===== src/rtl/dawg_partitioned_set_if.sv =====
// Lookup, configuration and flush bundle for dawg_partitioned_set.
// slave: the set. master: the OS/user side driving requests.
interface dawg_partitioned_set_if #(
  parameter int NUM_WAYS    = 8,
  parameter int ADDR_WIDTH  = 16,
  parameter int NUM_DOMAINS = 4
);
  localparam int WAY_W = $clog2(NUM_WAYS);
  localparam int DOM_W = $clog2(NUM_DOMAINS);

  logic                  cfg_valid;
  logic [DOM_W-1:0]      cfg_domain;
  logic [NUM_WAYS-1:0]   cfg_waymask;
  logic                  flush_req;
  logic [DOM_W-1:0]      flush_domain;
  logic                  req_valid;
  logic                  req_ready;
  logic [DOM_W-1:0]      req_domain;
  logic [ADDR_WIDTH-1:0] req_addr;
  logic                  resp_valid;
  logic                  resp_hit;
  logic [WAY_W-1:0]      resp_way;
  logic                  resp_fill;
  logic                  busy;
  logic                  flush_done;

  modport slave (
    input  cfg_valid, cfg_domain, cfg_waymask,
    input  flush_req, flush_domain,
    input  req_valid, req_domain, req_addr,
    output req_ready,
    output resp_valid, resp_hit, resp_way, resp_fill,
    output busy, flush_done
  );

  modport master (
    output cfg_valid, cfg_domain, cfg_waymask,
    output flush_req, flush_domain,
    output req_valid, req_domain, req_addr,
    input  req_ready,
    input  resp_valid, resp_hit, resp_way, resp_fill,
    input  busy, flush_done
  );
endinterface


===== src/rtl/dawg_partitioned_set.sv =====
// One way-partitioned cache set: per-domain way masks, NRU fill, domain flush.
// Ports: clk, reset (async low), bus (slave), stat_* under DAWG_STATS_EN.
module dawg_partitioned_set #(
  parameter int NUM_WAYS    = 8,
  parameter int ADDR_WIDTH  = 16,
  parameter int NUM_DOMAINS = 4
) (
  input  logic clk,
  input  logic reset,
`ifdef DAWG_STATS_EN
  input  logic [$clog2(NUM_DOMAINS)-1:0] stat_domain,
  output logic [15:0] stat_hits,
  output logic [15:0] stat_misses,
`endif
  dawg_partitioned_set_if.slave bus
);
  localparam int WAY_W = $clog2(NUM_WAYS);

  typedef enum logic {IDLE, FLUSH} state_e;

  state_e                state_q;
  logic [WAY_W-1:0]      cnt_q;
  logic [NUM_WAYS-1:0]   fmask_q;
  logic [NUM_WAYS-1:0]   valid_q;
  logic [NUM_WAYS-1:0]   nru_q;
  logic [ADDR_WIDTH-1:0] tag_q [NUM_WAYS];
  logic [NUM_WAYS-1:0]   mask_q [NUM_DOMAINS];
  logic                  resp_valid_q;
  logic                  resp_hit_q;
  logic                  resp_fill_q;
  logic [WAY_W-1:0]      resp_way_q;
  logic                  busy_q;
  logic                  done_q;

  logic                  accept;
  logic [NUM_WAYS-1:0]   dmask;
  logic [NUM_WAYS-1:0]   hitv;
  logic [NUM_WAYS-1:0]   invv;
  logic [NUM_WAYS-1:0]   nruv;
  logic [NUM_WAYS-1:0]   accv;
  logic [NUM_WAYS-1:0]   nru_d;
  logic                  hit;
  logic [WAY_W-1:0]      vic_way;
  logic [WAY_W-1:0]      acc_way;

  function automatic logic [WAY_W-1:0] lowest(
    input logic [NUM_WAYS-1:0] v
  );
    lowest = '0;
    for (int i = NUM_WAYS-1; i >= 0; i--)
      if (v[i]) lowest = WAY_W'(i);
  endfunction

  always_comb begin
    dmask = mask_q[bus.req_domain];
    hitv  = '0;
    for (int i = 0; i < NUM_WAYS; i++)
      hitv[i] = dmask[i] & valid_q[i]
              & (tag_q[i] == bus.req_addr);
    invv = dmask & ~valid_q;
    nruv = dmask & ~nru_q;
    hit  = |hitv;
    if (|invv)      vic_way = lowest(invv);
    else if (|nruv) vic_way = lowest(nruv);
    else            vic_way = lowest(dmask);
    acc_way = hit ? lowest(hitv) : vic_way;
    accv    = NUM_WAYS'(1) << acc_way;
    nru_d   = nru_q | accv;
    // NRU wrap: keep only the just-touched way inside the mask
    if ((nru_d & dmask) == dmask)
      nru_d = (nru_q & ~dmask) | accv;
  end

  assign bus.req_ready = (state_q == IDLE)
                       && !bus.flush_req
                       && !bus.cfg_valid;
  assign accept = bus.req_ready && bus.req_valid;

  assign bus.resp_valid = resp_valid_q;
  assign bus.resp_hit   = resp_hit_q;
  assign bus.resp_fill  = resp_fill_q;
  assign bus.resp_way   = resp_way_q;
  assign bus.busy       = busy_q;
  assign bus.flush_done = done_q;

  always_ff @(posedge clk or negedge reset) begin
    if (!reset) begin
      state_q      <= IDLE;
      cnt_q        <= '0;
      fmask_q      <= '0;
      valid_q      <= '0;
      nru_q        <= '0;
      resp_valid_q <= 1'b0;
      resp_hit_q   <= 1'b0;
      resp_fill_q  <= 1'b0;
      resp_way_q   <= '0;
      busy_q       <= 1'b0;
      done_q       <= 1'b0;
      for (int i = 0; i < NUM_WAYS; i++)
        tag_q[i] <= '0;
      for (int d = 0; d < NUM_DOMAINS; d++)
        mask_q[d] <= '0;
    end else begin
      resp_valid_q <= 1'b0;
      resp_hit_q   <= 1'b0;
      resp_fill_q  <= 1'b0;
      resp_way_q   <= '0;
      done_q       <= 1'b0;
      unique case (state_q)
        IDLE: begin
          if (bus.flush_req) begin
            fmask_q <= mask_q[bus.flush_domain];
            cnt_q   <= '0;
            busy_q  <= 1'b1;
            state_q <= FLUSH;
          end else if (bus.cfg_valid) begin
            mask_q[bus.cfg_domain] <= bus.cfg_waymask;
          end else if (bus.req_valid) begin
            resp_valid_q <= 1'b1;
            if (|dmask) begin
              resp_hit_q  <= hit;
              resp_fill_q <= !hit;
              resp_way_q  <= acc_way;
              nru_q       <= nru_d;
              if (!hit) begin
                tag_q[vic_way]   <= bus.req_addr;
                valid_q[vic_way] <= 1'b1;
              end
            end
          end
        end
        FLUSH: begin
          if (fmask_q[cnt_q]) begin
            tag_q[cnt_q]   <= '0;
            valid_q[cnt_q] <= 1'b0;
            nru_q[cnt_q]   <= 1'b0;
          end
          cnt_q  <= cnt_q + WAY_W'(1);
          // done is registered, so raise it one visit early
          done_q <= (cnt_q == WAY_W'(NUM_WAYS-2));
          if (cnt_q == WAY_W'(NUM_WAYS-1)) begin
            busy_q  <= 1'b0;
            state_q <= IDLE;
          end
        end
        default: state_q <= IDLE;
      endcase
    end
  end

`ifdef DAWG_STATS_EN
  logic [15:0] hits_q [NUM_DOMAINS];
  logic [15:0] miss_q [NUM_DOMAINS];

  always_ff @(posedge clk or negedge reset) begin
    if (!reset) begin
      for (int d = 0; d < NUM_DOMAINS; d++) begin
        hits_q[d] <= '0;
        miss_q[d] <= '0;
      end
    end else if (state_q == IDLE && bus.flush_req) begin
      hits_q[bus.flush_domain] <= '0;
      miss_q[bus.flush_domain] <= '0;
    end else if (accept) begin
      if (|dmask && hit) begin
        if (hits_q[bus.req_domain] != 16'hFFFF)
          hits_q[bus.req_domain] <= hits_q[bus.req_domain] + 16'd1;
      end else begin
        if (miss_q[bus.req_domain] != 16'hFFFF)
          miss_q[bus.req_domain] <= miss_q[bus.req_domain] + 16'd1;
      end
    end
  end

  assign stat_hits   = hits_q[stat_domain];
  assign stat_misses = miss_q[stat_domain];
`endif
endmodule


===== src/flat_wrapper.sv =====
// flat-port wrapper written by rule: the top's interface ports become plain ports
module dawg_partitioned_set_flat 
#(
  parameter int NUM_WAYS    = 8,
  parameter int ADDR_WIDTH  = 16,
  parameter int NUM_DOMAINS = 4
)
  (clk, reset, bus_cfg_valid, bus_cfg_domain, bus_cfg_waymask, bus_flush_req, bus_flush_domain, bus_req_valid, bus_req_domain, bus_req_addr, bus_req_ready, bus_resp_valid, bus_resp_hit, bus_resp_way, bus_resp_fill, bus_busy, bus_flush_done);
  dawg_partitioned_set_if #(.NUM_WAYS(NUM_WAYS), .ADDR_WIDTH(ADDR_WIDTH), .NUM_DOMAINS(NUM_DOMAINS)) bus_i ();
  input  logic clk;
  input  logic reset;
  input wire logic [$bits(bus_i.cfg_valid)-1:0] bus_cfg_valid;
  input wire logic [$bits(bus_i.cfg_domain)-1:0] bus_cfg_domain;
  input wire logic [$bits(bus_i.cfg_waymask)-1:0] bus_cfg_waymask;
  input wire logic [$bits(bus_i.flush_req)-1:0] bus_flush_req;
  input wire logic [$bits(bus_i.flush_domain)-1:0] bus_flush_domain;
  input wire logic [$bits(bus_i.req_valid)-1:0] bus_req_valid;
  input wire logic [$bits(bus_i.req_domain)-1:0] bus_req_domain;
  input wire logic [$bits(bus_i.req_addr)-1:0] bus_req_addr;
  output wire logic [$bits(bus_i.req_ready)-1:0] bus_req_ready;
  output wire logic [$bits(bus_i.resp_valid)-1:0] bus_resp_valid;
  output wire logic [$bits(bus_i.resp_hit)-1:0] bus_resp_hit;
  output wire logic [$bits(bus_i.resp_way)-1:0] bus_resp_way;
  output wire logic [$bits(bus_i.resp_fill)-1:0] bus_resp_fill;
  output wire logic [$bits(bus_i.busy)-1:0] bus_busy;
  output wire logic [$bits(bus_i.flush_done)-1:0] bus_flush_done;
  assign bus_i.cfg_valid = bus_cfg_valid;
  assign bus_i.cfg_domain = bus_cfg_domain;
  assign bus_i.cfg_waymask = bus_cfg_waymask;
  assign bus_i.flush_req = bus_flush_req;
  assign bus_i.flush_domain = bus_flush_domain;
  assign bus_i.req_valid = bus_req_valid;
  assign bus_i.req_domain = bus_req_domain;
  assign bus_i.req_addr = bus_req_addr;
  assign bus_req_ready = bus_i.req_ready;
  assign bus_resp_valid = bus_i.resp_valid;
  assign bus_resp_hit = bus_i.resp_hit;
  assign bus_resp_way = bus_i.resp_way;
  assign bus_resp_fill = bus_i.resp_fill;
  assign bus_busy = bus_i.busy;
  assign bus_flush_done = bus_i.flush_done;
  dawg_partitioned_set #(.NUM_WAYS(NUM_WAYS), .ADDR_WIDTH(ADDR_WIDTH), .NUM_DOMAINS(NUM_DOMAINS)) u_core (.clk(clk), .reset(reset), .bus(bus_i));
endmodule

===== config.mk =====
export PLATFORM = sky130hd
export DESIGN_NAME = dawg_partitioned_set_flat
export DESIGN_NICKNAME = d
export VERILOG_FILES = /design/src/rtl/dawg_partitioned_set_if.sv /design/src/rtl/dawg_partitioned_set.sv /design/src/flat_wrapper.sv
export SDC_FILE = /design/constraint.sdc
export NUM_CORES = 1
export LEC_CHECK = 0
export CORE_ASPECT_RATIO = 1.1
export CORE_MARGIN = 5
export CORE_UTILIZATION = 45
export DETAILED_ROUTE_END_ITERATION = 10
export HOLD_SLACK_MARGIN = 0.15
export PLACE_DENSITY = 0.6
export SYNTH_ARGS = -nofsm -noshare
export SYNTH_HDL_FRONTEND = slang
export SYNTH_SLANG_ARGS = --single-unit

===== constraint.sdc =====
create_clock -name clk -period 3.7 [get_ports clk]
set_clock_uncertainty 0.2 [all_clocks]
set_input_delay 0.74 -clock clk [delete_from_list [all_inputs] [get_ports clk]]
set_output_delay 0.74 -clock clk [all_outputs]
set_load 0.1 [all_outputs]

==> out/results.txt <==
Status -> finished, violations left
Failing checks -> negative setup slack
Routed Wire Length -> 35490 um
Xor/xnor share of the synthesized area -> 0.1077
Drt via density -> 5.797
Initial antenna violation count -> 0
Total gr overflow -> 0
Met3 Resource Use GR -> 0.05407
GR Util met2 -> 0.4318
DR vias -> 9263
Most used routing layer -> met2
# H-tree levels -> 4
Setup slack after layout -> -97.81 ps
Fin. max-slew vios -> 0
Non-Filler Instances -> 1598
Starting Density -> 0.4554
Die width -> 155.0 um
Switch share -> 0.4157
Fin crit period -> 3798 ps
Residual DRC count -> 0
Sequential power share -> 0.309
CP Class -> in2reg
Max VDD drop -> 0.3494 mV
Unrepaired setup endpoints after global routing -> true
Comb power frac -> 0.532
Most common cell after layout, fill and taps aside -> dfrtp_1
Largest family of logic cells by synthesized area -> simple AND/OR/NAND/NOR gates
P per Cell Area -> 833.9 nW/um2
Reg2reg path depth -> 14
Filler cell count -> 1961
Drt pass-1 iters -> 7
Die Y -> 169.5 um
Internal power -> 6800 uW
Die area -> 26280 um2
Syn-to-layout area delta -> 34.07%
Vias in the first global route -> 9190
Simple-gate share of the synthesized area -> 0.1805
Syn Area/Cell -> 9.830 um2
Met1 Use GR -> 0.3752
Synth Area in Compound Gates -> 0.1245
Drt initial violations -> 736
Remaining antenna violation count -> 0
Net Count, Synth -> 1097
CTS tree -> yes
Gate Count Post-Synth -> 1059
Number of enable flip-flop cells after synthesis -> 0
Gpl congestion -> 0.9303
Antenna fix cells -> 0
Unique masters post-synth -> 80
Final worst path period share -> 1.026
Critical path launch point type -> input port
WL/cell -> 22.21 um
Rel. slew slack -> 0.3418
Psw -> 4838 uW
Port bufs -> 43
Total global-route track usage -> 0.2722
Synthesized-area fraction occupied by adder cells -> 0.003606
Final hold viol count -> 0
CTS Buf Count -> 17
Total of warnings raised by yosys -> 0
Placed Instances -> 1540
Row Count -> 58
Core area -> 22860 um2
Hold Path Class -> in2async
Max Cap Viol -> 0
# setup viols final -> 6
Post-synthesis mux area share -> 0.08233
Worst-path clk slew -> 80 ps
Layout net count -> 1323
Post-Syn Area -> 10410 um2
Placed wire-length estimate -> 25030 um
Seq/Total Area, Yosys -> 0.4712
Clock latency at the later pin of the worst-skew pair -> 440 ps
Async SR Flop Fraction -> 1.000
Share of post-route cells with drive strength above 1 -> 0.3151
CP Capture Type -> flop
Worst Path Max Fanout -> 7
Worst slew pin tran -> 984.2 ps
First-pass GRT wire length -> 54550 um
CTS sink count -> 196
Top_reg_cell synth -> dfrtp_1
Static leakage -> 0.006051 uW
Worst path arrival time -> 3920 ps
Clock Tree Root -> clkbuf_16
Synthesized flop and latch total -> 196
Total power -> 11640 uW
Pin count of the biggest net entering global routing -> 89
Hold buffer count at cts -> 0
Worst path required time -> 3820 ps
Setup total negative slack -> -184.2 ps
Commonest cells after routing, fill and taps aside -> 196 x dfrtp_1, 193 x nand2_1, 185 x buf_4, 137 x o21ai_0, 64 x xnor2_1
Ports -> 44
Fmax -> 263.3 MHz
CTS Buffer Depth -> 2
Clock Power Share -> 0.159
[cell usage after synthesis (all sizes together) (3+ instances only)]
library cell / number / area share
nor3: 10 / 0.0048
a31o: 3 / 0.0025
and4: 4 / 0.0034
nand4: 43 / 0.026
a31oi: 4 / 0.0024
nor4: 15 / 0.0090
o31ai: 4 / 0.0034
nor4b: 16 / 0.013
a22o: 3 / 0.0025
mux4: 16 / 0.035
mux2: 42 / 0.045
xor2: 35 / 0.029
and3: 5 / 0.0030
a211oi: 3 / 0.0026
xnor2: 93 / 0.078
and2: 10 / 0.0062
inv: 23 / 0.0083
o211ai: 4 / 0.0029
nand3: 23 / 0.011
dfrtp: 196 / 0.47
nor2: 32 / 0.012
a21oi: 16 / 0.0077
ha: 3 / 0.0036
nor3b: 4 / 0.0034
nand2b: 8 / 0.0048
or2: 3 / 0.0018
a22oi: 5 / 0.0041
buf: 27 / 0.014
nand2: 194 / 0.070
o22ai: 5 / 0.0036
clkbuf: 20 / 0.0072
o21ai: 149 / 0.073
nor2b: 3 / 0.0018
o21a: 3 / 0.0022
[cells by family after synthesis]
logic type,Yosys count
AO/OA/AOI/OAI,219
XOR/XNOR,128
adder cells (fa/ha/maj),3
buffers and inverters,72
flip-flops,196
multiplexers,60
AND/OR/NAND/NOR,381
[metrics by stage]
step | area [um2] | utilization | setup slack [ps] | hold slack, ps
floorplan | 10510 | - | -43.00 | 244.4
global placement | 12670 | 0.5541 | -895.5 | 280.8
finish | 13960 | 0.6106 | -97.81 | 109.1
CTS | 13750 | 0.6016 | 0.03908 | 174.4
global route | 13960 | 0.6106 | -183.6 | 190.0
detailed placement | 12670 | 0.5541 | -935.8 | 289.3
[power groups by stage]
| stage | Combinational [uW] | Sequential [uW] | Clock [uW] |
|---|---|---|---|
| after floorplan | 3080 | 3400 | 0 |
| after global placement | 5510 | 3530 | 0 |
| after detailed placement | 5550 | 3570 | 0 |
| after CTS | 5920 | 3560 | 1890 |
| after global routing | 6630 | 3690 | 1970 |
| final | 6190 | 3600 | 1850 |
[routing by layer]
layer  part of all wire  wire length (um)  up-vias
li1                   -                 -     4203
met5                  0                 0        -
met4              0.033              1154        0
met2               0.47             16750      350
met1               0.42             15080     4635
met3              0.071              2511       75
[worst max-delay path, stage by stage]
cell           delay, ps
dlygate4sd2_1        320
xnor2_2              220
nand4_1              160
or4_4                570
a211oi_2             240
o2111ai_2            150
o311ai_2             110
a31oi_1              110
buf_4                190
buf_4                140
nor4b_4              250
a211o_1              190
and4_4               260
nand2_2               50
a32o_1               210
[final cells by class]
cell class | instances | area (um2) | area share
repair buffers | 254 | 2238 | 0.1604
clock buffers | 17 | 425.4 | 0.03048
flip-flops and latches | 196 | 4905 | 0.3514
inverters | 25 | 95.09 | 0.006813
well taps | 300 | 375.4 | 0.02689
clock inverters | 15 | 160.2 | 0.01147
multi-input cells | 791 | 5758 | 0.4126
[sequential cells by signal, summed over array words and instances, names as in the netlist]
signal	count
u_core.bus.resp_way	3
u_core.bus.resp_hit	1
u_core.bus.busy	1
u_core.tag_q	128
u_core.nru_q	8
u_core.bus.resp_valid	1
u_core.cnt_q	3
u_core.state_q	1
u_core.bus.resp_fill	1
u_core.bus.flush_done	1
u_core.mask_q	32
u_core.fmask_q	8
u_core.valid_q	8
[final timing paths]
check | start | end | slack [ps]
max | bus_req_addr[11] | u_core.nru_q[4] | -100
min | reset | u_core.tag_q[76] | 110
max reg2reg | u_core.mask_q[6] | u_core.nru_q[4] | -50
min reg2reg | u_core.tag_q[22] | u_core.tag_q[22] | 300
max in group asynchronous | reset | u_core.tag_q[116] | 2150
min in group clk | u_core.tag_q[22] | u_core.tag_q[22] | 300
[what timing repair did]
action,CTS,global route
pin swaps,31,32
buffers inserted,16,10
endpoints found under the setup margin,144,15
cloned,1,0
resized for setup,101,37
Note: power is estimated with default switching activity, not from simulation.
